<file path="src/rtl/match_best_select_if.sv">
// Signal bundle between match_best_select and the query buffer, descriptor RAM,
// distance unit and match-pair output path.
interface match_best_select_if #(
    parameter int IDX_W = 10
);
    logic             i_start;
    logic [255:0]     i_query;
    logic [IDX_W-1:0] i_count;
    logic             o_busy;
    logic             o_rd_en;
    logic [IDX_W-1:0] o_rd_addr;
    logic [255:0]     i_rd_data;
    logic             o_dist_ready;
    logic [255:0]     o_dist_value_0;
    logic [255:0]     o_dist_value_1;
    logic             i_dist_ready;
    logic [15:0]      i_dist_value;
    logic             o_done;
    logic             o_found;
    logic [IDX_W-1:0] o_best_idx;
    logic [15:0]      o_best_dist;
    logic [15:0]      o_second_dist;

    modport slave (
        input  i_start, i_query, i_count, i_rd_data, i_dist_ready, i_dist_value,
        output o_busy, o_rd_en, o_rd_addr, o_dist_ready, o_dist_value_0, o_dist_value_1,
        output o_done, o_found, o_best_idx, o_best_dist, o_second_dist
    );

    modport master (
        output i_start, i_query, i_count, i_rd_data, i_dist_ready, i_dist_value,
        input  o_busy, o_rd_en, o_rd_addr, o_dist_ready, o_dist_value_0, o_dist_value_1,
        input  o_done, o_found, o_best_idx, o_best_dist, o_second_dist
    );
endinterface

</file>
<file path="src/rtl/match_best_select.sv">
// Streams every candidate descriptor past one query, keeps the best and second-best
// Hamming distances and reports the best index qualified by a ratio test.
module match_best_select #(
    parameter int IDX_W     = 10,
    parameter int RATIO_NUM = 3,
    parameter int RATIO_DEN = 4
) (
    input  logic               i_clk,
    input  logic               i_rst_n,
    match_best_select_if.slave bus
);
    typedef enum logic [1:0] {
        ST_IDLE  = 2'd0,
        ST_ISSUE = 2'd1,
        ST_DRAIN = 2'd2,
        ST_DONE  = 2'd3
    } state_t;

    localparam logic [15:0]      DIST_NONE = 16'hFFFF;
    localparam logic [IDX_W-1:0] IDX_ZERO  = {IDX_W{1'b0}};
    localparam logic [IDX_W-1:0] IDX_ONE   = {{(IDX_W-1){1'b0}}, 1'b1};

    // Products are kept at full 20-bit width so no distance can overflow the comparison.
    function automatic logic ratio_unique(input logic [15:0] best, input logic [15:0] second);
        logic [19:0] lhs;
        logic [19:0] rhs;
        lhs = 20'(best) * 20'(RATIO_DEN);
        rhs = 20'(second) * 20'(RATIO_NUM);
        return (best != DIST_NONE) && ((second == DIST_NONE) || (lhs < rhs));
    endfunction

    state_t           state_r;
    logic [255:0]     query_r;
    logic [IDX_W-1:0] count_r;
    logic [IDX_W-1:0] issue_cnt_r;
    logic [IDX_W-1:0] rcv_cnt_r;
    logic [IDX_W-1:0] sent_cnt_r;
    logic [15:0]      best_r;
    logic [15:0]      second_r;
    logic [IDX_W-1:0] best_idx_r;
    logic             busy_r;
    logic             rd_en_r;
    logic [IDX_W-1:0] rd_addr_r;
    logic             dist_ready_r;
    logic             done_r;
    logic             found_r;
    logic [IDX_W-1:0] best_idx_out_r;
    logic [15:0]      best_dist_out_r;
    logic [15:0]      second_dist_out_r;

    logic             collect_s;
    logic [IDX_W:0]   avail_s;
    logic             accept_s;
    logic [15:0]      best_nxt_s;
    logic [15:0]      second_nxt_s;
    logic [IDX_W-1:0] best_idx_nxt_s;

    // A result is only taken while a pair is outstanding, including one issued this cycle.
    assign collect_s = (state_r == ST_ISSUE) || (state_r == ST_DRAIN);
    assign avail_s   = {1'b0, sent_cnt_r} + {{IDX_W{1'b0}}, dist_ready_r};
    assign accept_s  = bus.i_dist_ready && collect_s && ({1'b0, rcv_cnt_r} < avail_s);

    // Best / second-best update; strict compares keep the lower index on ties.
    always_comb begin
        best_nxt_s     = best_r;
        second_nxt_s   = second_r;
        best_idx_nxt_s = best_idx_r;
        if (accept_s && (bus.i_dist_value != DIST_NONE)) begin
            if (bus.i_dist_value < best_r) begin
                second_nxt_s   = best_r;
                best_nxt_s     = bus.i_dist_value;
                best_idx_nxt_s = rcv_cnt_r;
            end else if (bus.i_dist_value < second_r) begin
                second_nxt_s = bus.i_dist_value;
            end else begin
                second_nxt_s = second_r;
            end
        end else begin
            best_nxt_s = best_r;
        end
    end

    // Control FSM, counters, search registers and all registered outputs.
    always_ff @(posedge i_clk or negedge i_rst_n) begin
        if (!i_rst_n) begin
            state_r           <= ST_IDLE;
            query_r           <= 256'd0;
            count_r           <= IDX_ZERO;
            issue_cnt_r       <= IDX_ZERO;
            rcv_cnt_r         <= IDX_ZERO;
            sent_cnt_r        <= IDX_ZERO;
            best_r            <= DIST_NONE;
            second_r          <= DIST_NONE;
            best_idx_r        <= IDX_ZERO;
            busy_r            <= 1'b0;
            rd_en_r           <= 1'b0;
            rd_addr_r         <= IDX_ZERO;
            dist_ready_r      <= 1'b0;
            done_r            <= 1'b0;
            found_r           <= 1'b0;
            best_idx_out_r    <= IDX_ZERO;
            best_dist_out_r   <= DIST_NONE;
            second_dist_out_r <= DIST_NONE;
        end else begin
            dist_ready_r <= rd_en_r;
            done_r       <= 1'b0;
            if (collect_s) begin
                best_r     <= best_nxt_s;
                second_r   <= second_nxt_s;
                best_idx_r <= best_idx_nxt_s;
                if (accept_s) begin
                    rcv_cnt_r <= rcv_cnt_r + IDX_ONE;
                end
                if (dist_ready_r) begin
                    sent_cnt_r <= sent_cnt_r + IDX_ONE;
                end
            end
            case (state_r)
                ST_IDLE: begin
                    rd_en_r <= 1'b0;
                    if (bus.i_start) begin
                        query_r     <= bus.i_query;
                        count_r     <= bus.i_count;
                        rcv_cnt_r   <= IDX_ZERO;
                        sent_cnt_r  <= IDX_ZERO;
                        best_r      <= DIST_NONE;
                        second_r    <= DIST_NONE;
                        best_idx_r  <= IDX_ZERO;
                        busy_r      <= 1'b1;
                        if (bus.i_count == IDX_ZERO) begin
                            // Empty candidate set reports straight away with cleared results.
                            state_r           <= ST_DONE;
                            done_r            <= 1'b1;
                            found_r           <= 1'b0;
                            best_idx_out_r    <= IDX_ZERO;
                            best_dist_out_r   <= DIST_NONE;
                            second_dist_out_r <= DIST_NONE;
                            issue_cnt_r       <= IDX_ZERO;
                        end else begin
                            state_r     <= ST_ISSUE;
                            rd_en_r     <= 1'b1;
                            rd_addr_r   <= IDX_ZERO;
                            issue_cnt_r <= IDX_ONE;
                        end
                    end else begin
                        state_r <= ST_IDLE;
                    end
                end
                ST_ISSUE: begin
                    if (issue_cnt_r == count_r) begin
                        rd_en_r <= 1'b0;
                        state_r <= ST_DRAIN;
                    end else begin
                        rd_en_r     <= 1'b1;
                        rd_addr_r   <= issue_cnt_r;
                        issue_cnt_r <= issue_cnt_r + IDX_ONE;
                    end
                end
                ST_DRAIN: begin
                    rd_en_r <= 1'b0;
                    if (rcv_cnt_r == count_r) begin
                        state_r           <= ST_DONE;
                        done_r            <= 1'b1;
                        found_r           <= ratio_unique(best_r, second_r);
                        best_idx_out_r    <= best_idx_r;
                        best_dist_out_r   <= best_r;
                        second_dist_out_r <= second_r;
                    end else begin
                        state_r <= ST_DRAIN;
                    end
                end
                ST_DONE: begin
                    rd_en_r <= 1'b0;
                    busy_r  <= 1'b0;
                    state_r <= ST_IDLE;
                end
                default: begin
                    rd_en_r <= 1'b0;
                    busy_r  <= 1'b0;
                    state_r <= ST_IDLE;
                end
            endcase
        end
    end

    assign bus.o_busy         = busy_r;
    assign bus.o_rd_en        = rd_en_r;
    assign bus.o_rd_addr      = rd_addr_r;
    assign bus.o_dist_ready   = dist_ready_r;
    assign bus.o_dist_value_0 = query_r;
    assign bus.o_dist_value_1 = bus.i_rd_data;
    assign bus.o_done         = done_r;
    assign bus.o_found        = found_r;
    assign bus.o_best_idx     = best_idx_out_r;
    assign bus.o_best_dist    = best_dist_out_r;
    assign bus.o_second_dist  = second_dist_out_r;
endmodule

</file>
<file path="src/flat_wrapper.sv">
// flat-port wrapper written by rule: the top's interface ports become plain ports
module match_best_select_flat 
#(
    parameter int IDX_W     = 10,
    parameter int RATIO_NUM = 3,
    parameter int RATIO_DEN = 4
)
  (i_clk, i_rst_n, bus_i_start, bus_i_query, bus_i_count, bus_i_rd_data, bus_i_dist_ready, bus_i_dist_value, bus_o_busy, bus_o_rd_en, bus_o_rd_addr, bus_o_dist_ready, bus_o_dist_value_0, bus_o_dist_value_1, bus_o_done, bus_o_found, bus_o_best_idx, bus_o_best_dist, bus_o_second_dist);
  match_best_select_if #(.IDX_W(IDX_W)) bus_i ();
  input  logic i_clk;
  input  logic i_rst_n;
  input wire logic [$bits(bus_i.i_start)-1:0] bus_i_start;
  input wire logic [$bits(bus_i.i_query)-1:0] bus_i_query;
  input wire logic [$bits(bus_i.i_count)-1:0] bus_i_count;
  input wire logic [$bits(bus_i.i_rd_data)-1:0] bus_i_rd_data;
  input wire logic [$bits(bus_i.i_dist_ready)-1:0] bus_i_dist_ready;
  input wire logic [$bits(bus_i.i_dist_value)-1:0] bus_i_dist_value;
  output wire logic [$bits(bus_i.o_busy)-1:0] bus_o_busy;
  output wire logic [$bits(bus_i.o_rd_en)-1:0] bus_o_rd_en;
  output wire logic [$bits(bus_i.o_rd_addr)-1:0] bus_o_rd_addr;
  output wire logic [$bits(bus_i.o_dist_ready)-1:0] bus_o_dist_ready;
  output wire logic [$bits(bus_i.o_dist_value_0)-1:0] bus_o_dist_value_0;
  output wire logic [$bits(bus_i.o_dist_value_1)-1:0] bus_o_dist_value_1;
  output wire logic [$bits(bus_i.o_done)-1:0] bus_o_done;
  output wire logic [$bits(bus_i.o_found)-1:0] bus_o_found;
  output wire logic [$bits(bus_i.o_best_idx)-1:0] bus_o_best_idx;
  output wire logic [$bits(bus_i.o_best_dist)-1:0] bus_o_best_dist;
  output wire logic [$bits(bus_i.o_second_dist)-1:0] bus_o_second_dist;
  assign bus_i.i_start = bus_i_start;
  assign bus_i.i_query = bus_i_query;
  assign bus_i.i_count = bus_i_count;
  assign bus_i.i_rd_data = bus_i_rd_data;
  assign bus_i.i_dist_ready = bus_i_dist_ready;
  assign bus_i.i_dist_value = bus_i_dist_value;
  assign bus_o_busy = bus_i.o_busy;
  assign bus_o_rd_en = bus_i.o_rd_en;
  assign bus_o_rd_addr = bus_i.o_rd_addr;
  assign bus_o_dist_ready = bus_i.o_dist_ready;
  assign bus_o_dist_value_0 = bus_i.o_dist_value_0;
  assign bus_o_dist_value_1 = bus_i.o_dist_value_1;
  assign bus_o_done = bus_i.o_done;
  assign bus_o_found = bus_i.o_found;
  assign bus_o_best_idx = bus_i.o_best_idx;
  assign bus_o_best_dist = bus_i.o_best_dist;
  assign bus_o_second_dist = bus_i.o_second_dist;
  match_best_select #(.IDX_W(IDX_W), .RATIO_NUM(RATIO_NUM), .RATIO_DEN(RATIO_DEN)) u_core (.i_clk(i_clk), .i_rst_n(i_rst_n), .bus(bus_i));
endmodule
</file>
<file path="config.mk">
export PLATFORM = sky130hd
export DESIGN_NAME = match_best_select_flat
export DESIGN_NICKNAME = d
export VERILOG_FILES = /design/src/rtl/match_best_select_if.sv /design/src/rtl/match_best_select.sv /design/src/flat_wrapper.sv
export SDC_FILE = /design/constraint.sdc
export NUM_CORES = 1
export LEC_CHECK = 0
export BUFFER_PORTS_ARGS = -buffer_cell sky130_fd_sc_hd__buf_2
export CORE_AREA = 2 2 432 434
export CTS_CLUSTER_DIAMETER = 60
export DETAILED_ROUTE_END_ITERATION = 16
export DIE_AREA = 0 0 434 436
export GPL_TIMING_DRIVEN = 0
export MAX_ROUTING_LAYER = met4
export RECOVER_POWER = 25
export SLEW_MARGIN = 20
export SYNTH_ARGS = -nofsm -noshare
export SYNTH_HDL_FRONTEND = slang
export SYNTH_SLANG_ARGS = --single-unit
export TNS_END_PERCENT = 100
</file>
<file path="constraint.sdc">
create_clock -name i_clk -period 6.1 [get_ports i_clk]
set_input_delay 0.305 -clock i_clk [delete_from_list [all_inputs] [get_ports i_clk]]
set_output_delay 0.305 -clock i_clk [all_outputs]
set_load 0.01 [all_outputs]
</file>
==> results by group <==
Detailed routing
  • WL/cell: 19.80 µm
  • Total number of vias: 21200
  • ANT nets after route: 0
  • Vias/cell: 3.495
  • DRT iter0 DRCs: 1448
  • Pre-Repair DR Iteration Count: 5
  • DRC: 0
  • Final wirelength: 120100 µm

Yosys
  • Synth Area in Compound Gates: 7.979%
  • Seq/Total Area, Yosys: 48.79%
  • Yosys warnings: 0
  • Synth Area in Simple Gates: 21.89%
  • Asr flop ratio synth: 100.0%
  • Post-synth EDFFs: 0
  • Xor/xnor share of the synthesized area: 1.920%
  • Post-synthesis mux area share: 1.804%
  • Synthesized flop and latch total: 397
  • Largest area contributor in the netlist: dfrtp_1
  • Ys flop type: dfrtp_1
  • Adder-Cell Fraction of Synth Area: 4.974%
  • Synth unique cells: 64
  • Top cells by area, synth: dfrtp_1, nand2_1, buf_4
  • Syn avg cell area: 8.783 µm²
  • Post-Syn Area: 20530 µm²
  • Synth top area share: 40.60%
  • Main combinational cell family by area after synthesis: simple AND/OR/NAND/NOR gates
  • Syn Inst Count: 2337
  • Mapped Nets: 2960

Power and ir drop
  • Static leakage: 0.01571 µW
  • Max IR drop VDD: 0.2857 mV
  • PwrDens: 427.2 nW/µm²
  • Design Power: 13840 µW

Global routing
  • First-pass GRT wire length: 163100 µm
  • Initial antenna violation count: 25
  • Total track usage: 12.51%
  • GR Overflow Total: 0
  • Vias in the first global route: 21050
  • Largest net degree at the start of global routing: 91

Clock network
  • Clock transition at path regs: 0.06 ns
  • Root buf cell: clkbuf_16
  • CTS buffer count: 53
  • Total clock sinks: 397
  • Htree depth: 2
  • CTS resizes: 0
  • Worst skew pair latency: 0.64 ns
  • Post-CTS Hold Fix Bufs: 278
  • Setup bufs post-CTS: 0
  • CTS tree: built
  • Longest Clk Path Bufs: 3

Finish
  • Fillers: 20960
  • Nets@finish: 4154
  • Fin area: 32390 µm²
  • P&R area growth vs syn: 57.79%
  • Share of cells above drive strength 1: 29.08%
  • Core Util, Final: 17.54%
  • Post-Layout Cell Count: 6065
  • Most frequent cells in the layout: nand2_1, buf_2, clkbuf_1
  • Most common cell after layout, fill and taps aside: nand2_1

Timing
  • Worst-margin pin slew: 4.000 ns
  • Slew headroom: -166.7%
  • Max-slew violation count: 61
  • Setup_tns: 0 ns
  • Endpoints failing setup: 0
  • RSZ-0062 raised after global routing: false
  • Final Skew: 0.03029 ns
  • Fmax: 244.9 MHz
  • Final min period: 4.083 ns
  • Hold Fails Final Rpt: 0
  • Final worst-path cycle share: 66.93%

Die
  • Die W: 434 µm
  • Initial Util: 11.12%
  • Num ports: 1111
  • Die height: 436 µm
  • Full die area: 189200 µm²
  • Core area: 184600 µm²
  • Row count: 158

Worst setup path
  • Crit-path leading delay family: buffers and inverters
  • Crit-path cells: dlygate4sd3_1 > clkbuf_1 > buf_16 > buf_16 > buf_16
  • CP Buf/Inv Count: 5
  • Crit end category: asynchronous set/reset pin
  • CP Launch Type: input pin
  • CP arrival: 4.87 ns
  • CP max-delay cell: clkbuf_1
  • Critical path's largest stage delay: 2.78 ns
  • Crit path required time: 6.89 ns
  • Register-to-register setup slack: 2.35 ns
  • CP Max Fanout: 85
  • Kind of critical path: input pin to asynchronous set/reset pin
  • Most used cell, CP: buf_16

Placement
  • I/O Buffers: 854
  • Detailed placement HPWL: 100300 µm
  • GPL Wtd Cong: 1.004
  • Placed Instances: 5678
  • Placement Cell Area: 28090 µm²

Run status
  • Outcome: finished with violations
  • Violated checks: capacitance limit, slew limit

Worst hold path
  • Hold Crit Class: input pin to register

Flow run
  • Max-cap check violation count: 1
## routing by layer
layer / vias to the layer above / track usage, % / share of wire, %
met2: 882 / 20.32 / 48
met4: 0 / 3.775 / 3.2
met3: 142 / 3.317 / 7.9
met5: - / - / 0
li1: 9758 / - / -
met1: 10420 / 15.07 / 41
## per-stage QoR
step           hold slack, ns  setup slack (ns)
2_1_floorplan        0.009409             2.928
3_3_place_gp           0.3624            -4.281
3_5_place_dp           0.3038             2.183
4_1_cts              0.002723             2.118
5_1_grt               0.02663             1.319
6_report              0.07188             2.017
## layout make-up
class	instances	area, µm²	area share (%)
Timing Repair Buffer	1139	6889	21.27
Inverter	62	232.7	0.7185
Buffer	360	2366	7.305
Tap cell	2480	3103	9.580
Clock inverter	28	314.1	0.9696
Clock buffer	69	1508	4.655
Multi-Input combinational cell	1518	7931	24.49
Antenna cell	12	30.03	0.09271
Sequential cell	397	10010	30.92
## state kept, by name (all words and copies together), names as in the netlist, 2 cells and up
name	count
u_core.best_idx_r	10
u_core.bus.o_rd_addr	10
u_core.count_r	10
u_core.rcv_cnt_r	10
u_core.bus.o_second_dist	16
u_core.bus.o_best_dist	16
u_core.issue_cnt_r	10
u_core.second_r	16
u_core.state_r	2
u_core.bus.o_best_idx	10
u_core.sent_cnt_r	10
u_core.best_r	16
u_core.bus.o_dist_value_0	256
## Yosys cell counts, types with 4 or more instances
| cell type | number |
|---|---|
| nor4_1 | 7 |
| a21o_1 | 11 |
| ha_1 | 80 |
| buf_1 | 12 |
| clkbuf_1 | 85 |
| xor2_1 | 16 |
| and3_1 | 21 |
| nor2_1 | 95 |
| mux2i_1 | 37 |
| nand2b_1 | 14 |
| nand4_1 | 28 |
| o21a_1 | 9 |
| o311ai_1 | 16 |
| a22o_1 | 11 |
| o21ai_0 | 54 |
| nand2_1 | 873 |
| or3_1 | 9 |
| buf_4 | 258 |
| a211oi_1 | 39 |
| nand3_1 | 26 |
| dfstp_2 | 64 |
| inv_1 | 62 |
| a2111oi_0 | 4 |
| a21oi_1 | 69 |
| dfrtp_1 | 333 |
| and2_1 | 4 |
| nor3_1 | 13 |
| nor2b_1 | 6 |
| xnor2_1 | 29 |
## where the power goes
part           switching, µW  leakage [µW]  internal (µW)  total (µW)
sequential               786       0.00488           3680        4470
clock                   1370      0.000898           1900        3270
combinational           3880       0.00994           2220        6090
total                   6040        0.0157           7800       13800
## cells by family (layout without fill, tap and decap cells)
kind of cell,after synthesis,after routing
AO/OA/AOI/OAI,247,247
XOR/XNOR,45,45
adder cells (fa/ha/maj),81,81
buffers and inverters,422,1658
flip-flops,397,397
multiplexers,37,37
other,0,12
AND/OR/NAND/NOR,1108,1108
## tightest hold or removal path, delay by kind of cell
family / cells / cell delay [ns]
simple gates: 2 / 0.19
buf+inv: 1 / 0.15
## final timing paths
kind / startpoint / to / cells past startpoint
worst max-delay path: i_rst_n / u_core.bus.o_dist_value_0[118] / 5
worst min-delay path: bus_i_query[208] / u_core.bus.o_dist_value_0[208] / 3
worst max register to register: u_core.second_r[6] / u_core.second_r[5] / 9
worst min register to register: u_core.bus.o_rd_en / u_core.bus.o_dist_ready / 0
max in group i_clk: u_core.second_r[6] / u_core.second_r[5] / 9
min in group asynchronous: i_rst_n / u_core.bus.o_best_idx[0] / 2
Note: power is estimated with default switching activity, not from simulation.
